===== config.mk =====
export PLATFORM = sky130hd
export DESIGN_NAME = reg_scoreboard_flat
export DESIGN_NICKNAME = d
export VERILOG_FILES = /design/src/rtl/reg_scoreboard_if.sv /design/src/rtl/reg_scoreboard.sv /design/src/flat_wrapper.sv
export SDC_FILE = /design/constraint.sdc
export NUM_CORES = 1
export LEC_CHECK = 0
export ABC_AREA = 1
export BUFFER_PORTS_ARGS = -buffer_cell sky130_fd_sc_hd__buf_2
export CAP_MARGIN = 20
export CORE_UTILIZATION = 61
export DETAILED_ROUTE_END_ITERATION = 8
export PLACE_DENSITY = 0.79
export SLEW_MARGIN = 10
export SYNTH_ARGS = -nofsm -noshare
export SYNTH_HDL_FRONTEND = slang
export SYNTH_SLANG_ARGS = --single-unit

===== constraint.sdc =====
create_clock -name clk -period 3.5 [get_ports clk]
set_input_delay 1.05 -clock clk [delete_from_list [all_inputs] [get_ports clk]]
set_output_delay 1.05 -clock clk [all_outputs]
set_load 0.05 [all_outputs]

===== src/rtl/reg_scoreboard_if.sv =====
// Issue / writeback / status bundle between the decode-issue stage and the
// register scoreboard. The master drives instruction and writeback info;
// the slave returns issue_ready and pending-state summaries.
interface reg_scoreboard_if #(
    parameter int REG_NUM   = 32,
    parameter int REG_WIDTH = 5
);
    logic                 issue_valid;
    logic                 issue_ready;
    logic                 issue_rs1_en;
    logic [REG_WIDTH-1:0] issue_rs1_addr;
    logic                 issue_rs2_en;
    logic [REG_WIDTH-1:0] issue_rs2_addr;
    logic                 issue_rd_en;
    logic [REG_WIDTH-1:0] issue_rd_addr;
    logic                 wb_valid;
    logic [REG_WIDTH-1:0] wb_addr;
    logic                 flush;
    logic [REG_NUM-1:0]   busy_vec;
    logic                 idle;
    logic                 err;

    modport master (
        output issue_valid, issue_rs1_en, issue_rs1_addr, issue_rs2_en,
               issue_rs2_addr, issue_rd_en, issue_rd_addr, wb_valid, wb_addr,
               flush,
        input  issue_ready, busy_vec, idle, err
    );

    modport slave (
        input  issue_valid, issue_rs1_en, issue_rs1_addr, issue_rs2_en,
               issue_rs2_addr, issue_rd_en, issue_rd_addr, wb_valid, wb_addr,
               flush,
        output issue_ready, busy_vec, idle, err
    );
endinterface


===== src/rtl/reg_scoreboard.sv =====
// Register scoreboard: one saturating pending-write counter per architectural
// register (r0 excluded). Issue is stalled on RAW hazards against registered
// pending state and when the destination counter is full.

// Per-register pending counter. inc comes from an issue fire, dec from a
// writeback. A decrement is only honoured on a non-zero count; a writeback
// that finds the count at zero raises err_hit instead. clr (flush) wins over
// both, and the caller already masks dec while clr is high.
module reg_sb_cnt #(
    parameter int CNT_WIDTH = 2
) (
    input  logic                 clk,
    input  logic                 reset,
    input  logic                 clr,
    input  logic                 inc,
    input  logic                 dec,
    output logic [CNT_WIDTH-1:0] cnt,
    output logic                 err_hit
);
    logic [CNT_WIDTH-1:0] cnt_nxt;

    // Next count: apply the decrement first so inc+dec at max cannot overflow,
    // and inc+dec at zero leaves one write outstanding.
    always_comb begin
        cnt_nxt = cnt;
        err_hit = dec && (cnt == '0);
        if (dec && (cnt != '0))
            cnt_nxt = cnt_nxt - CNT_WIDTH'(1);
        if (inc)
            cnt_nxt = cnt_nxt + CNT_WIDTH'(1);
    end

    // Counter register; flush clears all outstanding writes.
    always_ff @(posedge clk) begin
        if (reset)
            cnt <= '0;
        else if (clr)
            cnt <= '0;
        else
            cnt <= cnt_nxt;
    end
endmodule

module reg_scoreboard #(
    parameter int REG_NUM   = 32,
    parameter int REG_WIDTH = 5,
    parameter int CNT_WIDTH = 2
) (
    input  logic             clk,
    input  logic             reset,
    reg_scoreboard_if.slave  sb
);
    typedef struct packed {
        logic                 valid;
        logic                 rs1_en;
        logic [REG_WIDTH-1:0] rs1;
        logic                 rs2_en;
        logic [REG_WIDTH-1:0] rs2;
        logic                 rd_en;
        logic [REG_WIDTH-1:0] rd;
    } issue_req_t;

    typedef struct packed {
        logic                 valid;
        logic [REG_WIDTH-1:0] addr;
    } wb_req_t;

    issue_req_t req;
    wb_req_t    wb;

    assign req = '{valid:  sb.issue_valid,
                   rs1_en: sb.issue_rs1_en,  rs1: sb.issue_rs1_addr,
                   rs2_en: sb.issue_rs2_en,  rs2: sb.issue_rs2_addr,
                   rd_en:  sb.issue_rd_en,   rd:  sb.issue_rd_addr};
    assign wb  = '{valid: sb.wb_valid, addr: sb.wb_addr};

    logic [REG_NUM-1:0][CNT_WIDTH-1:0] pending;
    logic [REG_NUM-1:0]                busy;
    logic [REG_NUM-1:0]                full;
    logic [REG_NUM-1:0]                err_hit_vec;
    logic                              fire;
    logic                              raw1, raw2, sat;
    logic                              err_q;

    // Hazard/stall equation on registered pending only: the regfile returns
    // the old value on read-during-write, so a same-cycle writeback must not
    // release a dependent read.
    always_comb begin
        raw1 = req.rs1_en && (req.rs1 != '0) && busy[req.rs1];
        raw2 = req.rs2_en && (req.rs2 != '0) && busy[req.rs2];
        sat  = req.rd_en  && (req.rd  != '0) && full[req.rd];
    end

    assign sb.issue_ready = !sb.flush && !raw1 && !raw2 && !sat;
    assign fire           = req.valid && sb.issue_ready;

    // One counter per register; r0 is hard-wired idle and never errors.
    for (genvar i = 0; i < REG_NUM; i++) begin : g_reg
        if (i == 0) begin : g_zero
            assign pending[i]     = '0;
            assign err_hit_vec[i] = 1'b0;
        end else begin : g_cnt
            logic inc, dec;
            assign inc = fire && req.rd_en && (req.rd == REG_WIDTH'(i));
            assign dec = wb.valid && !sb.flush && (wb.addr == REG_WIDTH'(i));

            reg_sb_cnt #(.CNT_WIDTH(CNT_WIDTH)) u_cnt (
                .clk     (clk),
                .reset   (reset),
                .clr     (sb.flush),
                .inc     (inc),
                .dec     (dec),
                .cnt     (pending[i]),
                .err_hit (err_hit_vec[i])
            );
        end
        assign busy[i] = |pending[i];
        assign full[i] = &pending[i];
    end

    // Sticky writeback-without-pending error; only reset clears it.
    always_ff @(posedge clk) begin
        if (reset)
            err_q <= 1'b0;
        else if (|err_hit_vec)
            err_q <= 1'b1;
    end

    assign sb.busy_vec = busy;
    assign sb.idle     = ~|busy;
    assign sb.err      = err_q;
endmodule


===== src/flat_wrapper.sv =====
// flat-port wrapper written by rule: the top's interface ports become plain ports
module reg_scoreboard_flat 
#(
    parameter int REG_NUM   = 32,
    parameter int REG_WIDTH = 5,
    parameter int CNT_WIDTH = 2
)
  (clk, reset, sb_issue_valid, sb_issue_rs1_en, sb_issue_rs1_addr, sb_issue_rs2_en, sb_issue_rs2_addr, sb_issue_rd_en, sb_issue_rd_addr, sb_wb_valid, sb_wb_addr, sb_flush, sb_issue_ready, sb_busy_vec, sb_idle, sb_err);
  reg_scoreboard_if #(.REG_NUM(REG_NUM), .REG_WIDTH(REG_WIDTH)) sb_i ();
  input  logic clk;
  input  logic reset;
  input wire logic [$bits(sb_i.issue_valid)-1:0] sb_issue_valid;
  input wire logic [$bits(sb_i.issue_rs1_en)-1:0] sb_issue_rs1_en;
  input wire logic [$bits(sb_i.issue_rs1_addr)-1:0] sb_issue_rs1_addr;
  input wire logic [$bits(sb_i.issue_rs2_en)-1:0] sb_issue_rs2_en;
  input wire logic [$bits(sb_i.issue_rs2_addr)-1:0] sb_issue_rs2_addr;
  input wire logic [$bits(sb_i.issue_rd_en)-1:0] sb_issue_rd_en;
  input wire logic [$bits(sb_i.issue_rd_addr)-1:0] sb_issue_rd_addr;
  input wire logic [$bits(sb_i.wb_valid)-1:0] sb_wb_valid;
  input wire logic [$bits(sb_i.wb_addr)-1:0] sb_wb_addr;
  input wire logic [$bits(sb_i.flush)-1:0] sb_flush;
  output wire logic [$bits(sb_i.issue_ready)-1:0] sb_issue_ready;
  output wire logic [$bits(sb_i.busy_vec)-1:0] sb_busy_vec;
  output wire logic [$bits(sb_i.idle)-1:0] sb_idle;
  output wire logic [$bits(sb_i.err)-1:0] sb_err;
  assign sb_i.issue_valid = sb_issue_valid;
  assign sb_i.issue_rs1_en = sb_issue_rs1_en;
  assign sb_i.issue_rs1_addr = sb_issue_rs1_addr;
  assign sb_i.issue_rs2_en = sb_issue_rs2_en;
  assign sb_i.issue_rs2_addr = sb_issue_rs2_addr;
  assign sb_i.issue_rd_en = sb_issue_rd_en;
  assign sb_i.issue_rd_addr = sb_issue_rd_addr;
  assign sb_i.wb_valid = sb_wb_valid;
  assign sb_i.wb_addr = sb_wb_addr;
  assign sb_i.flush = sb_flush;
  assign sb_issue_ready = sb_i.issue_ready;
  assign sb_busy_vec = sb_i.busy_vec;
  assign sb_idle = sb_i.idle;
  assign sb_err = sb_i.err;
  reg_scoreboard #(.REG_NUM(REG_NUM), .REG_WIDTH(REG_WIDTH), .CNT_WIDTH(CNT_WIDTH)) u_core (.clk(clk), .reset(reset), .sb(sb_i));
endmodule

==> out/metrics.cfg <==
[timing]
layout_min_cycle_time_ns = 3.44
skew_ns = 0.0138
max_freq_mhz = 290
fin_crit_sh = 0.984
worst_slew_pin_slew_ns = 0.867
fin_hold_ws_ns = 0.608
setup_viol = 0
fin_tns_setup_ns = 0
slew_headroom = 0.421
drv_slew = 0
hold_viol_final = 0

[power_and_ir_drop]
intPower_mw = 1.17
p_switching_uw = 575
p_seq_frac = 0.412
p_sw_frac = 0.329
p_clk_frac = 0.396
leakage_nw = 3.69
comb_power_share = 0.192
vdd_drop_max_mv = 0.235
powerDensity_mw_per_mm2 = 241

[setup_path]
path_cells = buf_2 -> clkinvlp_4 -> buf_4 -> buf_4 -> nand4_1 -> o21ai_0 -> inv_1 -> nand2_1 -> nor2_2 -> nor2_4 -> buf_6
r2r_start = u_core.g_reg[27].g_cnt.u_cnt.cnt[0]
cp-end-kind = output port
r2r_cells = 15
cp-start-kind = input port
r2r-end = u_core.g_reg[2].g_cnt.u_cnt.cnt[1]
rrSetupSlack_ns = 0.54
crit_fanout = 10
crit_top_cell = buf_4
critPathArrivalTime_ns = 2.39
crit_required_ns = 2.45
cp_slowest_stage_delay_ns = 0.25
critPathSlowestCell = nor2_2
path_class = input port to output port

[clock_network]
htreeDepth = 3
cts_buffers = 9
cts_root_buf = clkbuf_8
clk_path_buf_depth = 2
clk_latency_ns = 0.37
cts_sinks = 63
tritoncts = done
clk_pin_slew_ns = 0.07

[routing]
routed_via_density = 5.69
via_count = 7278
drtAntennaViolNets = 0
drt_iter0_markers = 701
wl_per_cell_microns = 15.9
drc = 0
totalWireLength_microns = 20400
drt-pass1-iter-count = 7

[logic_synthesis]
synth_top_area_share = 0.196
ys_async_sr_fraction = 0
synthTopCellsByArea = dfxtp_1, nand2_1, ha_1
synth_edf_count = 0
yosys.area.top_type = dfxtp_1
yosys_warnings = 0
ys_seq_elements = 63
yosysUniqueCellTypes = 33
synth_fp_nets = 1161
synth_ff_type = dfxtp_1
yosysSeqAreaShare = 0.196
synth_area_per_cell_sq_um = 6.02
syn-cell-area_sq_mm = 0.00645
synthCells = 1071

[placed_design]
place.gp.congestion = 1.03
dpl.hpwl_microns = 15500
port_buffers = 61
place_area_sq_mm = 0.00698
dp_cells = 1258

[floorplanning]
dieArea_sq_mm = 0.0110
pin_count = 63
rows = 37
die_h_microns = 105
die_w_microns = 105
initial_utilization = 0.627
core_region_area_sq_mm = 0.0103

[global_routing]
antenna_found_initial = 0
grt_max_degree = 70
gr-usage-all-layers = 0.378
gr-total-overflow = 0
grt_pass1_wl_microns = 32700
grt_pass1_vias = 6438

[worst_hold_path]
worstHoldStart = u_core.g_reg[3].g_cnt.u_cnt.cnt[0]
min_path_type = flop to flop
hold-path-endpoint = u_core.g_reg[3].g_cnt.u_cnt.cnt[0]
hold_depth = 2

[final_layout]
area_growth_pct = 12.5
antennaDiodeCount = 0
drive_gt1_frac = 0.132
final_cell_area_sq_mm = 0.00725
nNetsFinal = 1227
final_common_cell = nand2_1
final_cell_mix = nand2_1, inv_1, nor2_1
stdcell_count = 1278

[status]
status = finished, final reports clean

[flow_run]
maxCapViolations = 0

kinds of logic after synthesis:
kind of cell / after synthesis / share of synthesized area
buf+inv: 204 / 0.129
compound gates: 80 / 0.0660
other cells: 1 / 0.000582
fa+ha+maj: 62 / 0.120
flops: 63 / 0.196
xor+xnor: 31 / 0.0421
simple gates: 629 / 0.445
mux: 1 / 0.00175
routing by layer:
metal / GRT usage / routed length, microns / up-vias
li1: - / - / 3595
met1: 0.495 / 8470 / 3254
met2: 0.607 / 9110 / 367
met3: 0.0705 / 2090 / 62
met4: 0.160 / 697 / 0
met5: 0 / 0 / -
worst max-delay path: cells and delay by family:
| family | cells | cell delay (ns) |
|---|---|---|
| buffers and inverters | 6 | 0.84 |
| AND/OR/NAND/NOR | 4 | 0.43 |
| AO/OA/AOI/OAI | 1 | 0.08 |
state kept, by name, summed over array words and instances (netlist names):
signal	flops
u_core.g.g_cnt.u_cnt.cnt	62
u_core.sb.err	1
metrics by stage:
stage	power, mW	utilization	worst slack [ns]
floorplan	0.954	-	0.0309
global placement	1.05	0.679	0.0131
detailed placement	1.05	0.679	-0.0540
global route	1.80	0.706	-0.0121
finish	1.75	0.706	0.0569
CTS	1.72	0.699	0.00653
power by group through the flow:
stage               logic, mW  clock network, mW  registers, mW
floorplan               0.213                  0          0.741
global placement        0.313                  0          0.736
detailed placement      0.315                  0          0.736
CTS                     0.317              0.688          0.719
global route            0.361              0.723          0.719
finish                  0.336              0.691          0.719
synthesized netlist by cell type (5+ instances only):
library cell / n
clkbuf_1: 15
nand2_1: 233
buf_4: 7
buf_2: 13
nand4_1: 31
nor4_1: 20
o211ai_1: 6
nor3_1: 33
nor2_1: 148
nand4_2: 12
buf_1: 5
o21ai_0: 12
a21oi_1: 57
xor2_1: 31
ha_1: 62
dfxtp_1: 63
inv_1: 157
nand3_1: 141
how the worst max path moves through the flow:
stage                                     from        endpoint  slack, ns  cells after the start
after floorplan           sb_issue_rs2_addr[0]  sb_issue_ready       0.03                     12
after global placement     sb_issue_rd_addr[0]  sb_issue_ready       0.01                     15
after detailed placement   sb_issue_rd_addr[0]  sb_issue_ready      -0.05                     13
after CTS                  sb_issue_rd_addr[0]  sb_issue_ready      0.007                     13
after global routing      sb_issue_rs2_addr[0]  sb_issue_ready      -0.01                     13
final                     sb_issue_rs1_addr[0]  sb_issue_ready       0.06                     11
timing repair:
item	in CTS	in global routing
pin swaps	0	5
endpoints found under the hold margin	0	0
hold buffers	0	0
buffers inserted	0	4
cloned	0	0
setup endpoints to repair	1	1
gates resized for setup	2	17
cell type report:
cell class | instances | area [sq um]
clock buffer | 10 | 138
clock inverter | 6 | 67.6
fill | 980 | 3020
inverter | 161 | 616
multi-input combinational | 804 | 4370
sequential | 63 | 1260
tap | 136 | 170
timing repair buffer | 98 | 627
Note: power is estimated with default switching activity, not from simulation.
